<file path="src/rtl/stall_ctrl_if.sv">
// Pipeline control bus between the core datapath and stall_ctrl.
// The master drives stall requests and branch resolution.
// The slave (stall_ctrl) returns the hold mask, the flush/redirect and the status flags.
interface stall_ctrl_if #(
   parameter int STALL_W = 6,
   parameter int CNT_W   = 2
);
   logic               rdy;
   logic               stallreq_if;
   logic               stallreq_id;
   logic               stallreq_ex;
   logic               stallreq_mem;
   logic               branch_taken_i;
   logic [31:0]        branch_target_i;
   logic [STALL_W-1:0] stall_sign;
   logic               flush_o;
   logic [31:0]        new_pc_o;
   logic [CNT_W-1:0]   cnt2_o;
   logic               stall_timeout_o;

   modport master (
      output rdy, stallreq_if, stallreq_id, stallreq_ex, stallreq_mem,
      output branch_taken_i, branch_target_i,
      input  stall_sign, flush_o, new_pc_o, cnt2_o, stall_timeout_o
   );

   modport slave (
      input  rdy, stallreq_if, stallreq_id, stallreq_ex, stallreq_mem,
      input  branch_taken_i, branch_target_i,
      output stall_sign, flush_o, new_pc_o, cnt2_o, stall_timeout_o
   );
endinterface

</file>
<file path="src/rtl/stall_ctrl.sv">
// Pipeline control unit: combinational stall mask, registered branch flush with a
// redirect PC, a saturating id_ex bubble counter and a sticky stall watchdog.
// Handshake: there is no valid/ready pairing here; rdy=0 is a global freeze that
// holds every register and stalls every stage, and branch_taken_i is a one-cycle
// strobe that is taken only while EX is advancing and no flush is in progress.
module stall_ctrl #(
   parameter int             STALL_W   = 6,
   parameter int             CNT_W     = 2,
   parameter int             TMO_W     = 8,
   parameter logic [TMO_W-1:0] TMO_LIMIT = 8'd200
) (
   input  logic         clk,
   input  logic         rst,
   stall_ctrl_if.slave  bus,
   output logic [0:0]   o_dbg_state
);

   localparam logic [0:0] S_IDLE  = 1'b0;
   localparam logic [0:0] S_FLUSH = 1'b1;

   logic [0:0]         r_state;
   logic [31:0]        r_new_pc;
   logic [CNT_W-1:0]   r_cnt2;
   logic [TMO_W-1:0]   r_wd;
   logic               r_timeout;
   logic [3:0]         w_depth;
   logic [STALL_W-1:0] w_stall_sign;
   logic               w_any_req;
   logic               w_id_bubble;
   logic               w_branch_take;

   // Number of stalled stages counted from the PC; a flush overrides IF/ID requests.
   always_comb begin
      w_depth = 4'd0;
      if (rst)                    w_depth = 4'd0;
      else if (!bus.rdy)          w_depth = 4'(STALL_W);
      else if (bus.stallreq_mem)  w_depth = 4'd5;
      else if (bus.stallreq_ex)   w_depth = 4'd4;
      else if (r_state == S_FLUSH) w_depth = 4'd0;
      else if (bus.stallreq_id)   w_depth = 4'd3;
      else if (bus.stallreq_if)   w_depth = 4'd2;
      else                        w_depth = 4'd0;
   end

   assign w_stall_sign  = ~({STALL_W{1'b1}} << w_depth);
   assign w_any_req     = bus.stallreq_if | bus.stallreq_id | bus.stallreq_ex | bus.stallreq_mem;
   assign w_id_bubble   = w_stall_sign[2] & ~w_stall_sign[3];
   assign w_branch_take = bus.branch_taken_i & ~w_stall_sign[3] & (r_state == S_IDLE);

   // Flush FSM: capture a taken branch, hold the redirect until EX/MEM let it drain.
   always_ff @(posedge clk) begin
      if (rst) begin
         r_state  <= S_IDLE;
         r_new_pc <= 32'h0;
      end else if (bus.rdy) begin
         case (r_state)
            S_IDLE: begin
               if (w_branch_take) begin
                  r_state  <= S_FLUSH;
                  r_new_pc <= bus.branch_target_i;
               end
            end
            S_FLUSH: begin
               if (!bus.stallreq_mem && !bus.stallreq_ex) r_state <= S_IDLE;
            end
            default: r_state <= S_IDLE;
         endcase
      end
   end

   // Consecutive cycles in which id_ex loads a bubble, saturating at all-ones.
   always_ff @(posedge clk) begin
      if (rst) begin
         r_cnt2 <= '0;
      end else if (bus.rdy) begin
         if (!w_id_bubble)       r_cnt2 <= '0;
         else if (r_cnt2 != '1)  r_cnt2 <= r_cnt2 + 1'b1;
      end
   end

   // Watchdog on request-driven stalls; the timeout flag is sticky until reset.
   always_ff @(posedge clk) begin
      if (rst) begin
         r_wd      <= '0;
         r_timeout <= 1'b0;
      end else if (bus.rdy) begin
         if (!w_any_req)              r_wd <= '0;
         else if (r_wd != TMO_LIMIT)  r_wd <= r_wd + 1'b1;
         if (r_wd == TMO_LIMIT)       r_timeout <= 1'b1;
      end
   end

   assign bus.stall_sign      = w_stall_sign;
   assign bus.flush_o         = (r_state == S_FLUSH);
   assign bus.new_pc_o        = r_new_pc;
   assign bus.cnt2_o          = r_cnt2;
   assign bus.stall_timeout_o = r_timeout;
   assign o_dbg_state         = r_state;

endmodule
</file>
<file path="src/flat_wrapper.sv">
// flat-port wrapper written by rule: the top's interface ports become plain ports
module stall_ctrl_flat 
#(
   parameter int             STALL_W   = 6,
   parameter int             CNT_W     = 2,
   parameter int             TMO_W     = 8,
   parameter logic [TMO_W-1:0] TMO_LIMIT = 8'd200
)
  (clk, rst, o_dbg_state, bus_rdy, bus_stallreq_if, bus_stallreq_id, bus_stallreq_ex, bus_stallreq_mem, bus_branch_taken_i, bus_branch_target_i, bus_stall_sign, bus_flush_o, bus_new_pc_o, bus_cnt2_o, bus_stall_timeout_o);
  stall_ctrl_if #(.STALL_W(STALL_W), .CNT_W(CNT_W)) bus_i ();
  input  logic clk;
  input  logic rst;
  output logic [0:0] o_dbg_state;
  input wire logic [$bits(bus_i.rdy)-1:0] bus_rdy;
  input wire logic [$bits(bus_i.stallreq_if)-1:0] bus_stallreq_if;
  input wire logic [$bits(bus_i.stallreq_id)-1:0] bus_stallreq_id;
  input wire logic [$bits(bus_i.stallreq_ex)-1:0] bus_stallreq_ex;
  input wire logic [$bits(bus_i.stallreq_mem)-1:0] bus_stallreq_mem;
  input wire logic [$bits(bus_i.branch_taken_i)-1:0] bus_branch_taken_i;
  input wire logic [$bits(bus_i.branch_target_i)-1:0] bus_branch_target_i;
  output wire logic [$bits(bus_i.stall_sign)-1:0] bus_stall_sign;
  output wire logic [$bits(bus_i.flush_o)-1:0] bus_flush_o;
  output wire logic [$bits(bus_i.new_pc_o)-1:0] bus_new_pc_o;
  output wire logic [$bits(bus_i.cnt2_o)-1:0] bus_cnt2_o;
  output wire logic [$bits(bus_i.stall_timeout_o)-1:0] bus_stall_timeout_o;
  assign bus_i.rdy = bus_rdy;
  assign bus_i.stallreq_if = bus_stallreq_if;
  assign bus_i.stallreq_id = bus_stallreq_id;
  assign bus_i.stallreq_ex = bus_stallreq_ex;
  assign bus_i.stallreq_mem = bus_stallreq_mem;
  assign bus_i.branch_taken_i = bus_branch_taken_i;
  assign bus_i.branch_target_i = bus_branch_target_i;
  assign bus_stall_sign = bus_i.stall_sign;
  assign bus_flush_o = bus_i.flush_o;
  assign bus_new_pc_o = bus_i.new_pc_o;
  assign bus_cnt2_o = bus_i.cnt2_o;
  assign bus_stall_timeout_o = bus_i.stall_timeout_o;
  stall_ctrl #(.STALL_W(STALL_W), .CNT_W(CNT_W), .TMO_W(TMO_W), .TMO_LIMIT(TMO_LIMIT)) u_core (.clk(clk), .rst(rst), .bus(bus_i), .o_dbg_state(o_dbg_state));
endmodule
</file>
<file path="config.mk">
export PLATFORM = sky130hd
export DESIGN_NAME = stall_ctrl_flat
export DESIGN_NICKNAME = d
export VERILOG_FILES = /design/src/rtl/stall_ctrl_if.sv /design/src/rtl/stall_ctrl.sv /design/src/flat_wrapper.sv
export SDC_FILE = /design/constraint.sdc
export NUM_CORES = 1
export LEC_CHECK = 0
export CORE_MARGIN = 5
export CORE_UTILIZATION = 42
export CTS_CLUSTER_SIZE = 25
export DETAILED_ROUTE_END_ITERATION = 10
export GPL_TIMING_DRIVEN = 0
export MAX_ROUTING_LAYER = met4
export PLACE_DENSITY_LB_ADDON = 0.15
export SYNTH_ARGS = -nofsm -noshare
export SYNTH_HDL_FRONTEND = slang
export SYNTH_SLANG_ARGS = --single-unit
</file>
<file path="constraint.sdc">
create_clock -name clk -period 1.6 [get_ports clk]
set_input_delay 0.32 -clock clk [delete_from_list [all_inputs] [get_ports clk]]
set_output_delay 0.32 -clock clk [all_outputs]
set_load 0.02 [all_outputs]
</file>
### Yosys cells after proc, flatten, opt, wreduce, memory -nomap -nowiden

Cells that the tools add are included.

| word-level totals | value |
|---|---|
| register bits after elaboration | 44 |
| input bits | 40 |
| output and inout port bits | 43 |
| word-level logic and storage cells | 43 |

| cells by class | value |
|---|---|
| add/subtract/negate cells | 2 |
| equality and inequality tests | 5 |
| shifts and indexed selects | 1 |
| multiplexer cells | 14 |
| bitwise operators | 9 |
| reductions and logical operators | 7 |

Operators by type and width:

| kind | count |
|---|---|
| 4-bit 2-to-1 mux | 6 |
| 8-bit 2-to-1 mux | 2 |
| 8-bit by 1-bit adder with 8-bit output, second input constant | 1 |
| 8-bit equality test, second input constant | 1 |
| 8-bit inequality test, second input constant | 1 |
| 2-bit 2-to-1 mux | 3 |
| 2-bit inequality test, second input constant | 3 |
| 6-bit inverter | 1 |
| 2-bit AND reduction | 3 |
| 6-bit by 4-bit << shifter with 6-bit output, first input constant | 1 |
| 1-bit AND | 3 |
| 1-bit bitwise OR | 3 |
| 3-bit AND reduction | 1 |
| 2-bit by 1-bit adder with 2-bit output, second input constant | 1 |
| 1-bit zero test | 2 |
| 1-bit 2-to-1 mux | 2 |
| 1-bit inverter | 2 |
| 1-bit one-hot mux with 2 select lines | 1 |
| 1-bit logical AND | 1 |

### Logic depth before layout (Yosys ltp)

Gate-level depths: netlist (run 1).

| depth | value |
|---|---|
| depth in word-level cells | 14 |
| depth in mapped cells | 5 |
| mapped depth without buffers | 5 |

### Least setup slack after synthesis (run 1)

OpenSTA, ideal clock, no wires.

| path | value |
|---|---|
| path type | input-to-reg |
| start | in bus_stallreq_mem |
| end | reg u_core.r_cnt2[1], in the netlist u_core.bus.cnt2_o[1] |
| setup time | 0.092 ns |
| arrival time | 1.315 ns |
| data required time | 1.508 ns |
| setup slack | 0.193 ns |
| stages | 4 |
| buffers on the path | 1 |
| cell sequence | buf_6 -> nor3b_4 -> or4b_1 -> o32ai_1 |

| on the way | value |
|---|---|
| cells in the longest elaborated chain, start to end | 9 |
| elaborated cells between the ends (all ways) | 10 |
| those cells by class | 1 x eq/ne; 1 x shift; 4 x mux; 3 x bitwise; 1 x reduce/logical |

RTL lines:

| item | line | text |
|---|---|---|
| start, declared | flat_wrapper.sv:18 | `input wire logic [$bits(bus_i.stallreq_mem)-1:0] bus_stallreq_mem;` |
| 4-bit 2-to-1 mux * | stall_ctrl.sv:37 | `else if (bus.stallreq_mem) w_depth = 4'd5;` |
| 4-bit 2-to-1 mux * | stall_ctrl.sv:36 | `else if (!bus.rdy) w_depth = 4'(STALL_W);` |
| 4-bit 2-to-1 mux * | stall_ctrl.sv:35 | `if (rst) w_depth = 4'd0;` |
| 6-bit by 4-bit << shifter with 6-bit output * | stall_ctrl.sv:45 | `assign w_stall_sign = ~({STALL_W{1'b1}} << w_depth);` |
| 6-bit inverter * | stall_ctrl.sv:45 |  |
| 1-bit inverter | stall_ctrl.sv:47 | `assign w_id_bubble = w_stall_sign[2] & ~w_stall_sign[3];` |
| 1-bit AND * | stall_ctrl.sv:47 |  |
| 2-bit inequality test (no source line) | -- |  |
| 2-bit AND reduction (no source line) | -- |  |
| end signal, assigned | stall_ctrl.sv:77 | `else if (r_cnt2 != '1) r_cnt2 <= r_cnt2 + 1'b1;` |
| end, declared | stall_ctrl.sv:23 | `logic [CNT_W-1:0] r_cnt2;` |

Every way passes the cells marked *; elsewhere a longest branch is shown, timed or not.
A chain may end at the register's enable or synchronous reset.

### Worst setup path after layout (run 1)

| path | value |
|---|---|
| start | reg u_core.r_new_pc[7], in the netlist u_core.bus.new_pc_o[7] |
| end | out bus_new_pc_o[7] |

RTL lines:

| item | line | text |
|---|---|---|
| start, declared | stall_ctrl.sv:22 | `logic [31:0] r_new_pc;` |
| start signal, assigned | stall_ctrl.sv:60 | `r_new_pc <= bus.branch_target_i;` |
| end, declared | flat_wrapper.sv:23 | `output wire logic [$bits(bus_i.new_pc_o)-1:0] bus_new_pc_o;` |

No word-level cell between the ends.

==> summary.md, run 1 <==
| Metric | Value |
|---|---|
| Avg Cell Area, Syn | 8.34 µm² |
| Pre-antenna DRT Iters | 4 |
| Post-synth cell types | 38 |
| Worst path max stage delay | 620 ps |
| Status | completed |
| Initial drt markers | 98 |
| Crit share post-route | 97.9% |
| Most common cell after layout, fill and taps aside | clkdlybuf4s50_1 |
| Ant diodes | 0 |
| Post-Synthesis Cells | 228 |
| CP arrival | 1250 ps |
| Final #Nets | 360 |
| Power per cell area | 779 mW/mm² |
| Routed WL | 5.47 mm |
| IO Count | 83 |
| Worst path required time | 1280 ps |
| Hold_sp | bus_stallreq_mem |
| Total Power | 2.25 mW |
| Share of layout cells above drive strength 1 | 11.4% |
| Hold WC Path Type | input port to register |
| Placeable Area | 0.00438 mm² |
| Leak | 1.23 nW |
| Critical path class | register to output pin |
| Area of the multi-input gates | 920 µm² |
| Vias | 1,960 |
| CTS clock-pin slew for the worst setup and hold paths | 80 ps |
| Total Routing Usage GR | 18.7% |
| Cell Chain, Critical Path | clkdlybuf4s50_1 |
| Post-Syn Area | 0.00190 mm² |
| Post-route DRC violation count | 0 |
| Start point of the critical path | u_core.bus.new_pc_o[7] |
| Max Fanout on Critical Path | 2 |
| Post-Route Utilization | 65.9% |
| Grt ovf | 0 |
| Clock latency on the worst-skew pair | 290 ps |
| Max_cap viols | 0 |
| Worst Clk Skew | 2.84 ps |
| Final Setup Violations | 0 |
| Drt wl/cell | 14.8 µm |
| Clk root buf | clkbuf_8 |
| Vias in the first global route | 1,906 |
| Post-DP HPWL | 3.93 mm |
| DIE AREA | 0.00597 mm² |
| Routability cong. | 0.788 |
| Die X | 77.3 µm |
| Drt via density | 5.31 |
| Synthesis Warnings | 0 |
| Worst Path Buf+Inv | 1 |
| Post-route ant nets | 0 |
| Final hold vios | 0 |
| Reg-to-Reg Start | u_core.r_wd[0] |
| Commonest non-fill, non-tap cells in the layout | 53 x clkdlybuf4s50_1, 43 x dfxtp_1, 38 x a21oi_1, 34 x o21ai_0, 32 x nand3_1 |
| Die Y | 77.3 µm |
| Rel. slew slack | 68.8% |
| Initial Util | 43.4% |
| CTS H-tree lvls | 2 |
| Global-route wire length before repair | 8.99 mm |
| CTS tree | yes |
| Final count of pins violating max slew | 0 |
| Seq/Total Area, Yosys | 46.3% |
| Final worst path period need | 1570 ps |
| Family with the most delay on the worst path | buffers and inverters |
| FF+latch area | 882 µm² |
| Setup TNS | 0 ps |
| Tightest Pin Transition | 468 ps |
| Worst hold slack | 427 ps |
| Max Freq | 0.639 GHz |
| Max VDD drop | 0.000489 V |
| Syn_nets | 271 |
| Largest net degree at the start of global routing | 13 |
| Cts bufs inserted | 5 |
| Slowest CP cell | clkdlybuf4s50_1 |
| Number of synthesized register bits | 44 |
| CP endpoint kind | output pin |
| Clock sinks | 44 |
| Synth-to-Final Area Change | 52.0% |
| Count of input and output buffers | 81 |
| FP Rows | 24 |
| Initial antenna violation count | 0 |
| Worst Setup Start Kind | register |
| Max clock buf depth | 2 |
| FILL cells | 389 |
==> worst paths after layout <==
check | slack (ps) | cells after the start | end
setup / recovery | 30 | 1 | bus_new_pc_o[7]
hold / removal | 430 | 3 | u_core.bus.cnt2_o[0]
setup reg to reg | 100 | 5 | u_core.r_wd[1]
hold reg to reg | 480 | 2 | u_core.bus.new_pc_o[4]
==> registers in the layout, summed over array words and instances, names as in the netlist <==
signal                      flops
u_core.bus.new_pc_o            32
u_core.r_wd                     8
u_core.bus.cnt2_o               2
u_core.bus.flush_o              1
u_core.bus.stall_timeout_o      1
==> through the flow <==
| step | std cells | instance area, µm² | setup WS [ps] |
|---|---|---|---|
| after floorplan | 228 | 1900 | 193 |
| after CTS | 370 | 2850 | 17.3 |
| after global routing | 369 | 2890 | -2.06 |
| after global placement | 361 | 2780 | -1000 |
| final | 369 | 2890 | 33.9 |
| after detailed placement | 361 | 2780 | -990 |
==> Yosys cell counts, drive strengths merged <==
cell type / number / area [µm²]
o21bai: 1 / 7.51
nand3: 32 / 160
and4b: 1 / 10.0
a31oi: 1 / 6.26
a211oi: 2 / 15.0
inv: 5 / 18.8
nand3b: 1 / 7.51
a21bo: 1 / 10.0
o22ai: 1 / 12.5
or3: 2 / 12.5
nand2: 7 / 26.3
o21ba: 1 / 10.0
buf: 3 / 23.8
o21ai: 34 / 170
or4b: 1 / 10.0
nand2b: 3 / 18.8
mux2: 2 / 22.5
nor4: 1 / 6.26
clkbuf: 18 / 67.6
xor2: 2 / 17.5
o21a: 1 / 7.51
nand4: 3 / 18.8
nor3: 1 / 5.00
a21oi: 39 / 195
a211o: 1 / 8.76
o31ai: 1 / 7.51
a21o: 1 / 7.51
nor3b: 3 / 33.8
dfxtp: 44 / 881
and3b: 1 / 8.76
o32ai: 1 / 8.76
or4: 1 / 7.51
ha: 3 / 37.5
nor2: 8 / 30.0
o41a: 1 / 11.3
==> per-layer routing <==
metal	global-route usage, %	share of wire (%)	vias to the layer above
li1	-	-	993
met5	-	0	-
met4	5.50	1.2	0
met1	23.0	44	900
met3	6.79	8.0	6
met2	28.9	47	61
==> layout make-up <==
type | count | area share (%)
multi-input combinational | 158 | 31.8
sequential | 44 | 30.5
timing repair buffer | 84 | 28.5
buffer | 19 | 3.59
clock buffer | 6 | 2.51
tap | 52 | 2.25
inverter | 5 | 0.649
clock inverter | 1 | 0.173
==> kinds of logic after synthesis <==
family / count (synthesis) / synth area share (%)
buffers and inverters: 26 / 5.79
adders and majority gates: 3 / 1.97
DFF: 44 / 46.3
AOI/OAI and AO/OA: 86 / 25.1
xor gates and xnor gates: 2 / 0.921
muxes: 2 / 1.18
and+or+nand+nor: 65 / 18.7
==> where the power goes <==
group	switching, mW	leakage (nW)	internal [mW]
registers	0.0230	0.358	1.13
logic	0.223	0.834	0.212
clock network	0.362	0.0410	0.297
==> repair_timing <==
action | in CTS | in global routing
buffers inserted | 2 | 1
resized for setup | 46 | 27
endpoints found under the setup margin | 45 | 41
pin swaps | 2 | 1
hold buffers | 0 | 0
cloned | 0 | 0
Power figures use the tool's default switching activity.
==> inputs of run 2 (changes only) <==
--- a/config.mk
+++ b/config.mk
@@ -9,7 +9,6 @@
 export CORE_UTILIZATION = 42
 export CTS_CLUSTER_SIZE = 25
 export DETAILED_ROUTE_END_ITERATION = 10
-export GPL_TIMING_DRIVEN = 0
 export MAX_ROUTING_LAYER = met4
 export PLACE_DENSITY_LB_ADDON = 0.15
 export SYNTH_ARGS = -nofsm -noshare
==> summary.md, run 2 (same netlist as run 1, synthesis figures left out) <==
| Metric | Value |
|---|---|
| IO Count | 83 |
| Combinational Power Share | 20.4% |
| Pre-antenna DRT Iters | 4 |
| Share of layout cells above drive strength 1 | 13.8% |
| Global-route wire length before repair | 8.65 mm |
| Worst Setup Start Kind | register |
| Most common cell after layout, fill and taps aside | clkdlybuf4s50_1 |
| Count of input and output buffers | 82 |
| Tightest Pin Transition | 264 ps |
| Max clock buf depth | 2 |
| CTS tree | yes |
| Power per cell area | 760 mW/mm² |
| Psw | 0.626 mW |
| CP arrival | 1230 ps |
| Initial Util | 43.4% |
| Post-CTS Setup Repair Bufs | 0 |
| Max reg flops | 32 |
| Synth-to-Final Area Change | 59.3% |
| Final count of pins violating max slew | 0 |
| Routability cong. | 0.779 |
| Cell Chain, Critical Path | clkdlybuf4s50_1 |
| Unrepaired setup endpoints after global routing | no |
| Drt wl/cell | 14.8 µm |
| Critical Path Stages | 1 |
| Ant diodes | 0 |
| Clock share of power | 29.6% |
| Routed WL | 5.51 mm |
| Int Pwr | 1.68 mW |
| Worst path max stage delay | 610 ps |
| FP Rows | 24 |
| Placeable Area | 0.00438 mm² |
| FF-to-FF path depth | 5 |
| Die X | 77.3 µm |
| Post-route DRC violation count | 0 |
| Leak | 1.48 nW |
| Largest net degree at the start of global routing | 34 |
| DIE AREA | 0.00597 mm² |
| Die Y | 77.3 µm |
| Rel. slew slack | 82.4% |
| Max Freq | 0.644 GHz |
| Initial antenna violation count | 0 |
| Family with the most delay on the worst path | buffers and inverters |
| Status | completed |
| Commonest non-fill, non-tap cells in the layout | 45 x clkdlybuf4s50_1, 44 x dfxtp_1, 39 x a21oi_1, 34 x o21ai_0, 32 x nand3_1 |
| Worst path required time | 1280 ps |
| Switching part of the total | 27.2% |
| Final hold vios | 0 |
| Worst Clk Skew | 6.37 ps |
| Hold path depth | 3 |
| Clk root buf | clkbuf_8 |
| Total Routing Usage GR | 18.2% |
| Post-route ant nets | 0 |
| CP endpoint kind | output pin |
| Vias in the first global route | 1,751 |
| Final worst path period need | 1550 ps |
| Final Setup Violations | 0 |
| Final #Nets | 361 |
| CTS clock-pin slew for the worst setup and hold paths | 80 ps |
| Drt via density | 5.30 |
| Slowest CP cell | clkdlybuf4s50_1 |
| Max VDD drop | 0.000659 V |
| Max Fanout on Critical Path | 2 |
| Post-Route Utilization | 69.1% |
| Hold WC Path Type | input port to register |
| Vias | 1,966 |
| Flop pwr share | 50.0% |
| Crit share post-route | 97.1% |
| Post-DP HPWL | 3.73 mm |
| Clock sinks | 44 |
| Max_cap viols | 0 |
| Critical path class | register to output pin |
| Clock latency on the worst-skew pair | 290 ps |
| Cts bufs inserted | 5 |
| Grt ovf | 0 |
| Worst hold slack | 456 ps |
| Worst Path Buf+Inv | 1 |
| Initial drt markers | 111 |
| CTS H-tree lvls | 2 |
run 2: per-layer routing:
| layer | up-vias | routed length, µm | track usage, % | share of wire [%] |
|---|---|---|---|---|
| li1 | 996 | - | - | - |
| met1 | 910 | 2450 | 22.7 | 44 |
| met2 | 58 | 2620 | 27.6 | 48 |
| met3 | 2 | 418 | 7.26 | 7.6 |
| met4 | 0 | 25 | 4.64 | 0.45 |
| met5 | - | 0 | - | 0 |
run 2: final timing paths:
path,start,to,slack (ps)
worst max-delay path,u_core.bus.new_pc_o[31],bus_new_pc_o[31],50
worst min-delay path,rst,u_core.bus.flush_o,460
worst max register to register,u_core.r_wd[1],u_core.r_wd[1],150
worst min register to register,u_core.bus.new_pc_o[29],u_core.bus.new_pc_o[29],470
run 2: what timing repair did:
item | in CTS | in global routing
resized for setup | 31 | 25
pin swaps | 1 | 2
hold buffers | 0 | 0
setup endpoints to repair | 12 | 24
endpoints found under the hold margin | 0 | 0
run 2: power groups by stage:
stage / Combinational, mW / Clock (mW) / Sequential, mW
after global placement: 0.486 / 0 / 1.18
after CTS: 0.480 / 0.705 / 1.15
after detailed placement: 0.489 / 0 / 1.18
after floorplan: 0.168 / 0 / 1.22
final: 0.471 / 0.681 / 1.15
after global routing: 0.505 / 0.761 / 1.16
run 2: cell type report:
class	count	area (µm²)
clock buffers	5	68.8
clock inverters	3	18.8
fillers	376	1360
inverters	5	18.8
multi-input cells	158	915
flip-flops and latches	44	881
well taps	52	65.1
repair buffers	104	1060
run 2: metrics by stage:
stage	instance area, µm²	total power [mW]	worst slack (ps)	std cells	TNS [ps]
2_1_floorplan	1900	1.39	193	228	0
3_3_place_gp	2910	1.66	-548	363	-9240
3_5_place_dp	2910	1.67	-581	363	-10140
4_1_cts	2980	2.34	-19.3	371	-19.3
5_1_grt	3030	2.42	0.362	371	0
6_report	3030	2.30	46.7	371	0
